[src/rtl/proc_io_hub.sv]
// I/O hub between one proc_fx core and NUIOIN input / NUIOOU output channels.
// Every channel owns a FIFO. The core stalls when it reads an empty FIFO or writes a full one.
module proc_io_hub #(
   parameter int NUBITS = 32,
   parameter int NUIOIN = 2,
   parameter int NUIOOU = 2,
   parameter int FDEPTH = 4,
   parameter int AWIN   = (NUIOIN > 1) ? $clog2(NUIOIN) : 1,
   parameter int AWOU   = (NUIOOU > 1) ? $clog2(NUIOOU) : 1
) (
   input  logic                     clk,
   input  logic                     rst,
   input  logic                     proc_req_in,
   input  logic [AWIN-1:0]          proc_addr_in,
   output logic [NUBITS-1:0]        proc_io_in,
   input  logic                     proc_out_en,
   input  logic [AWOU-1:0]          proc_addr_out,
   input  logic [NUBITS-1:0]        proc_io_out,
   output logic                     proc_stall,
   input  logic [NUIOIN*NUBITS-1:0] ch_in_data,
   input  logic [NUIOIN-1:0]        ch_in_valid,
   output logic [NUIOIN-1:0]        ch_in_ready,
   output logic [NUIOOU*NUBITS-1:0] ch_out_data,
   output logic [NUIOOU-1:0]        ch_out_valid,
   input  logic [NUIOOU-1:0]        ch_out_ready,
   output logic                     err_addr
);

   localparam int PW = $clog2(FDEPTH);
   localparam int CW = PW + 1;
   localparam logic [CW-1:0] FULL_CNT = CW'(FDEPTH);

   logic [NUIOIN-1:0][FDEPTH-1:0][NUBITS-1:0] in_mem_q, in_mem_d;
   logic [NUIOIN-1:0][PW-1:0]                 in_wptr_q, in_wptr_d, in_rptr_q, in_rptr_d;
   logic [NUIOIN-1:0][CW-1:0]                 in_cnt_q, in_cnt_d;
   logic [NUIOIN-1:0]                         in_empty, in_full, in_push, in_pop, rd_hit;

   logic [NUIOOU-1:0][FDEPTH-1:0][NUBITS-1:0] out_mem_q, out_mem_d;
   logic [NUIOOU-1:0][PW-1:0]                 out_wptr_q, out_wptr_d, out_rptr_q, out_rptr_d;
   logic [NUIOOU-1:0][CW-1:0]                 out_cnt_q, out_cnt_d;
   logic [NUIOOU-1:0]                         out_empty, out_full, out_push, out_pop, wr_hit;

   logic              err_addr_q, err_addr_d;
   logic              rd_valid, wr_valid, rd_stall, wr_stall, core_pop, core_push;
   logic [NUBITS-1:0] rd_head;

   // Status flags and address decode. An address with no hit is a nonexistent channel.
   always_comb begin
      // NOTE: every always_comb output gets a default first, so no path can infer a latch.
      in_empty = '0;
      in_full  = '0;
      rd_hit   = '0;
      for (int k = 0; k < NUIOIN; k++) begin
         in_empty[k] = (in_cnt_q[k] == '0);
         in_full[k]  = (in_cnt_q[k] == FULL_CNT);
         rd_hit[k]   = (proc_addr_in == AWIN'(k));
      end
      out_empty = '0;
      out_full  = '0;
      wr_hit    = '0;
      for (int k = 0; k < NUIOOU; k++) begin
         out_empty[k] = (out_cnt_q[k] == '0);
         out_full[k]  = (out_cnt_q[k] == FULL_CNT);
         wr_hit[k]    = (proc_addr_out == AWOU'(k));
      end
   end

   always_comb begin
      rd_valid = |rd_hit;
      wr_valid = |wr_hit;
      rd_stall = 1'b0;
      wr_stall = 1'b0;
      rd_head  = '0;
      for (int k = 0; k < NUIOIN; k++) begin
         if (rd_hit[k]) begin
            rd_stall = proc_req_in & in_empty[k];
            if (!in_empty[k]) rd_head = in_mem_q[k][in_rptr_q[k]];
         end
      end
      for (int k = 0; k < NUIOOU; k++) begin
         if (wr_hit[k]) wr_stall = proc_out_en & out_full[k];
      end
      // A stall on either side blocks both core strobes.
      proc_stall = rd_stall | wr_stall;
      core_pop   = proc_req_in & rd_valid & ~proc_stall;
      core_push  = proc_out_en & wr_valid & ~proc_stall;
   end

   // Input FIFOs: the channel pushes and the core pops. A core pop never targets an
   // empty FIFO, because the stall blocks it.
   always_comb begin
      in_mem_d  = in_mem_q;
      in_wptr_d = in_wptr_q;
      in_rptr_d = in_rptr_q;
      in_cnt_d  = in_cnt_q;
      in_push   = '0;
      in_pop    = '0;
      for (int k = 0; k < NUIOIN; k++) begin
         in_push[k] = ch_in_valid[k] & ~in_full[k];
         in_pop[k]  = core_pop & rd_hit[k];
         if (in_push[k]) begin
            in_mem_d[k][in_wptr_q[k]] = ch_in_data[k*NUBITS +: NUBITS];
            in_wptr_d[k] = in_wptr_q[k] + PW'(1);
         end
         if (in_pop[k]) in_rptr_d[k] = in_rptr_q[k] + PW'(1);
         in_cnt_d[k] = in_cnt_q[k] + CW'(in_push[k]) - CW'(in_pop[k]);
      end
   end

   // Output FIFOs: the core pushes and the channel pops.
   always_comb begin
      out_mem_d  = out_mem_q;
      out_wptr_d = out_wptr_q;
      out_rptr_d = out_rptr_q;
      out_cnt_d  = out_cnt_q;
      out_push   = '0;
      out_pop    = '0;
      for (int k = 0; k < NUIOOU; k++) begin
         out_push[k] = core_push & wr_hit[k];
         out_pop[k]  = ch_out_ready[k] & ~out_empty[k];
         if (out_push[k]) begin
            out_mem_d[k][out_wptr_q[k]] = proc_io_out;
            out_wptr_d[k] = out_wptr_q[k] + PW'(1);
         end
         if (out_pop[k]) out_rptr_d[k] = out_rptr_q[k] + PW'(1);
         out_cnt_d[k] = out_cnt_q[k] + CW'(out_push[k]) - CW'(out_pop[k]);
      end
   end

   assign err_addr_d = err_addr_q | (proc_req_in & ~rd_valid) | (proc_out_en & ~wr_valid);

   // NOTE: sequential state uses non-blocking assignments only, so all flops update together.
   always_ff @(posedge clk or negedge rst) begin
      if (!rst) begin
         in_wptr_q  <= '0;
         in_rptr_q  <= '0;
         in_cnt_q   <= '0;
         out_wptr_q <= '0;
         out_rptr_q <= '0;
         out_cnt_q  <= '0;
         err_addr_q <= 1'b0;
      end else begin
         in_wptr_q  <= in_wptr_d;
         in_rptr_q  <= in_rptr_d;
         in_cnt_q   <= in_cnt_d;
         out_wptr_q <= out_wptr_d;
         out_rptr_q <= out_rptr_d;
         out_cnt_q  <= out_cnt_d;
         err_addr_q <= err_addr_d;
      end
   end

   // NOTE: the FIFO storage is not reset. Every read of storage is gated by a nonzero count,
   // so stale contents are never visible, and the storage can map to plain RAM.
   always_ff @(posedge clk) begin
      in_mem_q  <= in_mem_d;
      out_mem_q <= out_mem_d;
   end

   always_comb begin
      ch_out_data = '0;
      for (int k = 0; k < NUIOOU; k++) begin
         if (!out_empty[k]) ch_out_data[k*NUBITS +: NUBITS] = out_mem_q[k][out_rptr_q[k]];
      end
   end

   assign proc_io_in   = rd_head;
   assign ch_in_ready  = ~in_full;
   assign ch_out_valid = ~out_empty;
   assign err_addr     = err_addr_q;

endmodule
[config.mk]
export PLATFORM = sky130hd
export DESIGN_NAME = proc_io_hub
export DESIGN_NICKNAME = d
export VERILOG_FILES = /design/src/rtl/proc_io_hub.sv
export SDC_FILE = /design/constraint.sdc
export NUM_CORES = 1
export LEC_CHECK = 0
export ABC_AREA = 1
export BUFFER_PORTS_ARGS = -buffer_cell sky130_fd_sc_hd__buf_2
export CAP_MARGIN = 10
export CORE_AREA = 2 2 200 350
export DETAILED_ROUTE_END_ITERATION = 6
export DIE_AREA = 0 0 202 352
export PLACE_DENSITY = 0.49
export SYNTH_ARGS = -nofsm -noshare
export SYNTH_HDL_FRONTEND = slang
export SYNTH_SLANG_ARGS = --single-unit
[constraint.sdc]
create_clock -name clk -period 6.5 [get_ports clk]
set_clock_uncertainty 0.2 [all_clocks]
set_input_delay 1.3 -clock clk [delete_from_list [all_inputs] [get_ports clk]]
set_output_delay 1.3 -clock clk [all_outputs]
set_load 0.02 [all_outputs]
==> results of run 1 <==
==> cells by family (layout without fill, tap and decap cells) <==
logic type | count (synthesis) | in the layout | synth area share (%)
fa+ha+maj | 28 | 28 | 1.75
buf+inv | 155 | 385 | 3.52
other cells | 1 | 3 | 0.0173
flops | 540 | 540 | 74.0
compound gates | 354 | 354 | 8.71
xor+xnor | 15 | 15 | 0.605
simple gates | 629 | 629 | 11.3
==> through the flow <==
step / power (mW) / utilization, %
after floorplan: 7.62 / -
after global placement: 9.12 / 34.7
after detailed placement: 9.21 / 34.7
after CTS: 12.1 / 37.1
after global routing: 12.7 / 37.1
final: 11.9 / 37.1
==> path summary, 6_finish.rpt <==
| kind | startpoint | endpoint | slack (ns) | cells after the start |
|---|---|---|---|---|
| min in group asynchronous | rst | out_wptr_q[1] | 0.54 | 1 |
| setup / recovery | in_rptr_q[2] | proc_io_in[10] | 2.15 | 7 |
| hold reg to reg | in_cnt_q[0] | in_cnt_q[0] | 0.31 | 1 |
| max in group asynchronous | rst | in_rptr_q[1] | 5.03 | 1 |
| setup reg to reg | in_cnt_q[5] | out_mem_q[153] | 2.95 | 7 |
| hold / removal | in_cnt_q[0] | in_cnt_q[0] | 0.31 | 1 |
==> final cells by class <==
class	count	area [um^2]
Multi-Input combinational cell	1027	5000
Inverter	55	206
Timing Repair Buffer	238	1270
Clock inverter	31	280
Fill cell	6528	42900
Clock buffer	61	1290
Antenna cell	2	5.00
Tap cell	903	1130
Sequential cell	540	16100
==> sequential cells by signal, summed over array words and instances (netlist names) <==
name / count
in_wptr_q: 4
out_mem_q: 256
in_rptr_q: 4
out_cnt_q: 6
out_rptr_q: 4
out_wptr_q: 4
in_mem_q: 256
in_cnt_q: 6
==> cells in the final DEF, fill, tap and decap left out, types with 10 or more instances in the layout <==
cell	instances
buf_4	32
xor2_1	10
o21ai_0	205
clkbuf_1	11
inv_1	47
nor2_4	17
dfrtp_1	22
nor2_1	461
nand3_1	37
o32ai_1	32
o21ai_1	51
clkbuf_16	50
edfxtp_1	512
nand2_1	104
a21oi_1	66
buf_2	206
ha_1	24
clkinv_1	14
==> worst reg2reg max path, delay by kind of cell, from the launching register on <==
kind / cells / cell delay, ns
flip-flops: 1 / 0.39
AND/OR/NAND/NOR: 6 / 2.40
buffers and inverters: 1 / 0.29
==> report_power, final <==
part | switching, mW | internal (mW) | leakage, nW
clock | 1.31 | 1.55 | 0.763
combinational | 3.16 | 1.25 | 3.22
sequential | 0.200 | 4.41 | 4.99
total | 4.68 | 7.21 | 8.97
==> metal layers <==
metal | vias up | track usage [%] | wire [um]
li1 | 6449 | - | -
met5 | - | 0 | 57
met1 | 6626 | 17.4 | 21200
met3 | 102 | 3.65 | 3550
met2 | 407 | 28.9 | 29400
met4 | 10 | 5.66 | 1560
==> results.json, run 1 <==
{
  "vias_per_cell": 4.76,
  "setup_viol": 0,
  "fmax_ghz": 0.230,
  "worstSetupEndpointType": "output port",
  "p_per_area_nw_per_um2": 471,
  "overflow": 0,
  "grt_max_degree": 67,
  "cts-resized-gates": 0,
  "cts.sinks": 540,
  "cts_tree": "done",
  "port_buffers": 206,
  "synth_top_cells_by_count": "edfxtp_1, nor2_1, o21ai_0, nand2_1, a21oi_1",
  "core_um2": 68200,
  "first_pass_iters": 5,
  "die_area_um2": 71100,
  "ys_ff_latch": 540,
  "final_cell_area_um2": 25300,
  "cp_data_arrival_time_ns": 2.85,
  "synthCells": 1722,
  "ios": 208,
  "final_cells": 2857,
  "post-place-ws_ns": 2.14,
  "yosysTopAreaCellShare_pct": 70.8,
  "critPathRequiredTime_ns": 5.00,
  "cts_hold_buf": 0,
  "globalplace.congestion": 0.749,
  "start_util_pct": 31.8,
  "grt_pass1_wl_um": 84400,
  "post-route-period-util_pct": 66.9,
  "ir_drop_mv": 0.248,
  "tns_ns": 0,
  "path_max_fanout": 61,
  "synth_flop_cell": "edfxtp_1",
  "slew_headroom_pct": 20.7,
  "rsz0062_at_grt": "no",
  "power.leakage_nw": 8.97,
  "hold_violations": 0,
  "grt_use_total_pct": 15.7,
  "status": "finished, final reports clean",
  "synth.most_common_cell": "edfxtp_1",
  "cts_buffers": 50,
  "yosysWarnings": 0,
  "clk_latency_ns": 0.62,
  "synth-seq-area-share_pct": 74.0,
  "synth_nets": 1856,
  "dp_hpwl_um": 34100,
  "nNetsFinal": 2046,
  "drc_errors": 0,
  "worst_slack_ns": 2.15,
  "path_buf_inv": 3,
  "drive_above_1_share_pct": 17.6,
  "critPathTopFamily": "buffers and inverters",
  "grt_pass1_vias": 13800,
  "path_cells": "inv_2 -> buf_4 -> o21ai_0 -> o21ai_1 -> nand3_1 -> nand2_1 -> buf_2",
  "report.final.slew_viol_count": 0,
  "die_y_um": 352,
  "yosysTopAreaCell": "edfxtp_1",
  "postPlaceCellArea_um2": 23700,
  "async_flop_share_pct": 5.19,
  "path_clk_slew_ns": 0.07,
  "fin_crit_ns": 4.35,
  "wl_per_cell_um": 19.5,
  "synth_edf_count": 512,
  "ys_types": 28,
  "antenna_left": 0,
  "antenna_found_initial": 11,
  "cts_buffer_depth": 3,
  "cts-root-buf": "clkbuf_16",
  "vias": 13600,
  "synth_area_um2": 21700,
  "netlist_top_cells_area": "edfxtp_1, nor2_1, o21ai_0",
  "post_cts_buffers": 0,
  "rows": 127,
  "critPathSlowestCell": "dfrtp_2",
  "dp.cells": 2763,
  "worstMarginPinSlew_ns": 1.19,
  "hold_path.class": "register to register",
  "die_x_um": 202,
  "syn_to_final_growth_pct": 16.4,
  "drv_cap": 0,
  "hold_ws_ns": 0.307,
  "worst_setup_path_start_kind": "register",
  "syn_area_per_cell_um2": 12.6,
  "cts_max_level": 2,
  "max_stage_delay_ns": 0.69,
  "routed_wl_um": 55800,
  "initialDrtViolationCount": 803,
  "critPathKind": "register to output port"
}
(Power assumes the default switching activity.)
==> run 2, diff against run 1 <==
--- a/config.mk
+++ b/config.mk
@@ -11,7 +11,7 @@
 export CORE_AREA = 2 2 200 350
 export DETAILED_ROUTE_END_ITERATION = 6
 export DIE_AREA = 0 0 202 352
-export PLACE_DENSITY = 0.49
+export PLACE_DENSITY = 0.51
 export SYNTH_ARGS = -nofsm -noshare
 export SYNTH_HDL_FRONTEND = slang
 export SYNTH_SLANG_ARGS = --single-unit
==> constraint.sdc (replaced) <==
create_clock -name clk -period 3.95 [get_ports clk]
set_clock_uncertainty 0.2 [all_clocks]
set_input_delay 0.79 -clock clk [delete_from_list [all_inputs] [get_ports clk]]
set_output_delay 0.79 -clock clk [all_outputs]
set_load 0.02 [all_outputs]
==> run 2 against run 1 <==
Effect of this change: sequential share of layout area down 0.34 points; critical path type unchanged; hold slack got worse by 0.24 ns; clock power is 65% higher; critical endpoint is now proc_io_in[31].
==> results.json, run 2 (same netlist as run 1, synthesis figures left out) <==
{
  "cts_buffers": 49,
  "die_y_um": 352,
  "critPathKind": "register to output port",
  "max_stage_delay_ns": 0.90,
  "fin_crit_ns": 3.46,
  "post-route-period-util_pct": 87.7,
  "grt_pass1_wl_um": 81800,
  "vias": 13600,
  "cts_hold_buf": 0,
  "p_total_mw": 19.6,
  "final_cells": 2869,
  "reg_top3": "in_mem_q: 256 flops, out_mem_q: 256 flops",
  "cts_buffer_depth": 3,
  "fmax_ghz": 0.289,
  "drc_errors": 0,
  "tns_ns": 0,
  "worstMarginPinSlew_ns": 0.837,
  "dp.cells": 2777,
  "core_um2": 68200,
  "antenna_left": 0,
  "hold_path.class": "input port to asynchronous set/reset pin",
  "antenna_found_initial": 8,
  "drv_cap": 0,
  "rows": 127,
  "clk_latency_ns": 0.60,
  "cp.depth": 6,
  "hold_violations": 0,
  "worst_slack_ns": 0.487,
  "rsz0062_at_grt": "no",
  "worst_setup_path_start_kind": "register",
  "critPathTopFamily": "flip-flops",
  "setup_viol": 0,
  "fill_cells": 6463,
  "postPlaceCellArea_um2": 23800,
  "cp_data_arrival_time_ns": 2.47,
  "grt_pass1_vias": 14000,
  "wl_per_cell_um": 18.8,
  "drive_above_1_share_pct": 18.3,
  "dp_hpwl_um": 34200,
  "worstSetupEndpointType": "output port",
  "critPathRequiredTime_ns": 2.96,
  "path_clk_slew_ns": 0.07,
  "post_cts_buffers": 0,
  "nNetsFinal": 2059,
  "power.leakage_nw": 9.07,
  "cts_max_level": 2,
  "cts-root-buf": "clkbuf_16",
  "overflow": 0,
  "vias_per_cell": 4.76,
  "die_area_um2": 71100,
  "slew_headroom_pct": 44.2,
  "worstRegToRegCells": 9,
  "report.final.slew_viol_count": 0,
  "routed_wl_um": 53800,
  "cts-resized-gates": 0,
  "ir_drop_mv": 0.506,
  "port_buffers": 206,
  "cts_tree": "done",
  "mostFrequentLayoutCell": "edfxtp_1",
  "p_per_area_nw_per_um2": 771,
  "path_max_fanout": 45,
  "die_x_um": 202,
  "cts.sinks": 540,
  "post-place-ws_ns": 0.731,
  "status": "finished, final reports clean",
  "grt_max_degree": 67,
  "syn_to_final_growth_pct": 17.0,
  "cpMostUsedCell": "nand2_1",
  "final_cell_mix": "edfxtp_1, nor2_1, buf_2",
  "final_cell_area_um2": 25400,
  "critPathSlowestCell": "dfrtp_2",
  "ios": 208,
  "path_cells": "buf_4 -> o21ai_0 -> o32ai_1 -> nand2_1 -> nand2_1 -> buf_2",
  "path_buf_inv": 2,
  "start_util_pct": 31.8,
  "initialDrtViolationCount": 836,
  "first_pass_iters": 5,
  "grt_use_total_pct": 15.0,
  "globalplace.congestion": 0.755
}
==> run 2: layout make-up <==
cell class | count | area (um^2) | area share (%)
inverters | 55 | 206 | 0.813
flip-flops and latches | 540 | 16100 | 63.3
multi-input cells | 1027 | 4970 | 19.6
well taps | 903 | 1130 | 4.45
diodes | 1 | 2.50 | 0.00985
repair buffers | 252 | 1430 | 5.61
clock buffers | 59 | 1260 | 4.97
clock inverters | 32 | 324 | 1.28
==> run 2: power by group <==
part	internal (mW)	switching, mW
registers	7.26	0.372
clock network	2.63	2.08
logic	2.18	5.07
==> run 2: path summary, 6_finish.rpt <==
path | slack, ns | endpoint | from
worst max-delay path | 0.49 | proc_io_in[31] | in_rptr_q[1]
worst max register to register | 1.18 | out_cnt_q[2] | out_cnt_q[1]
worst min-delay path | 0.07 | out_rptr_q[3] | rst
min in group clk | 0.20 | in_mem_q[238] | ch_in_data[46]
worst min register to register | 0.31 | in_cnt_q[3] | in_cnt_q[3]
max in group asynchronous | 2.92 | in_rptr_q[1] | rst
==> run 2: per-layer routing <==
layer  global-route usage [%]  wire length, um
met1                     16.9            20700
met2                     27.9            28500
met3                     3.12             3120
met4                     5.10             1400
met5                        0               47
==> run 2: metrics by stage <==
stage	utilization, %	hold slack [ns]
2_1_floorplan	-	0.278
5_1_grt	37.3	0.0913
6_report	37.3	0.0701
3_3_place_gp	34.9	0.292
4_1_cts	37.3	0.0479
3_5_place_dp	34.9	0.302
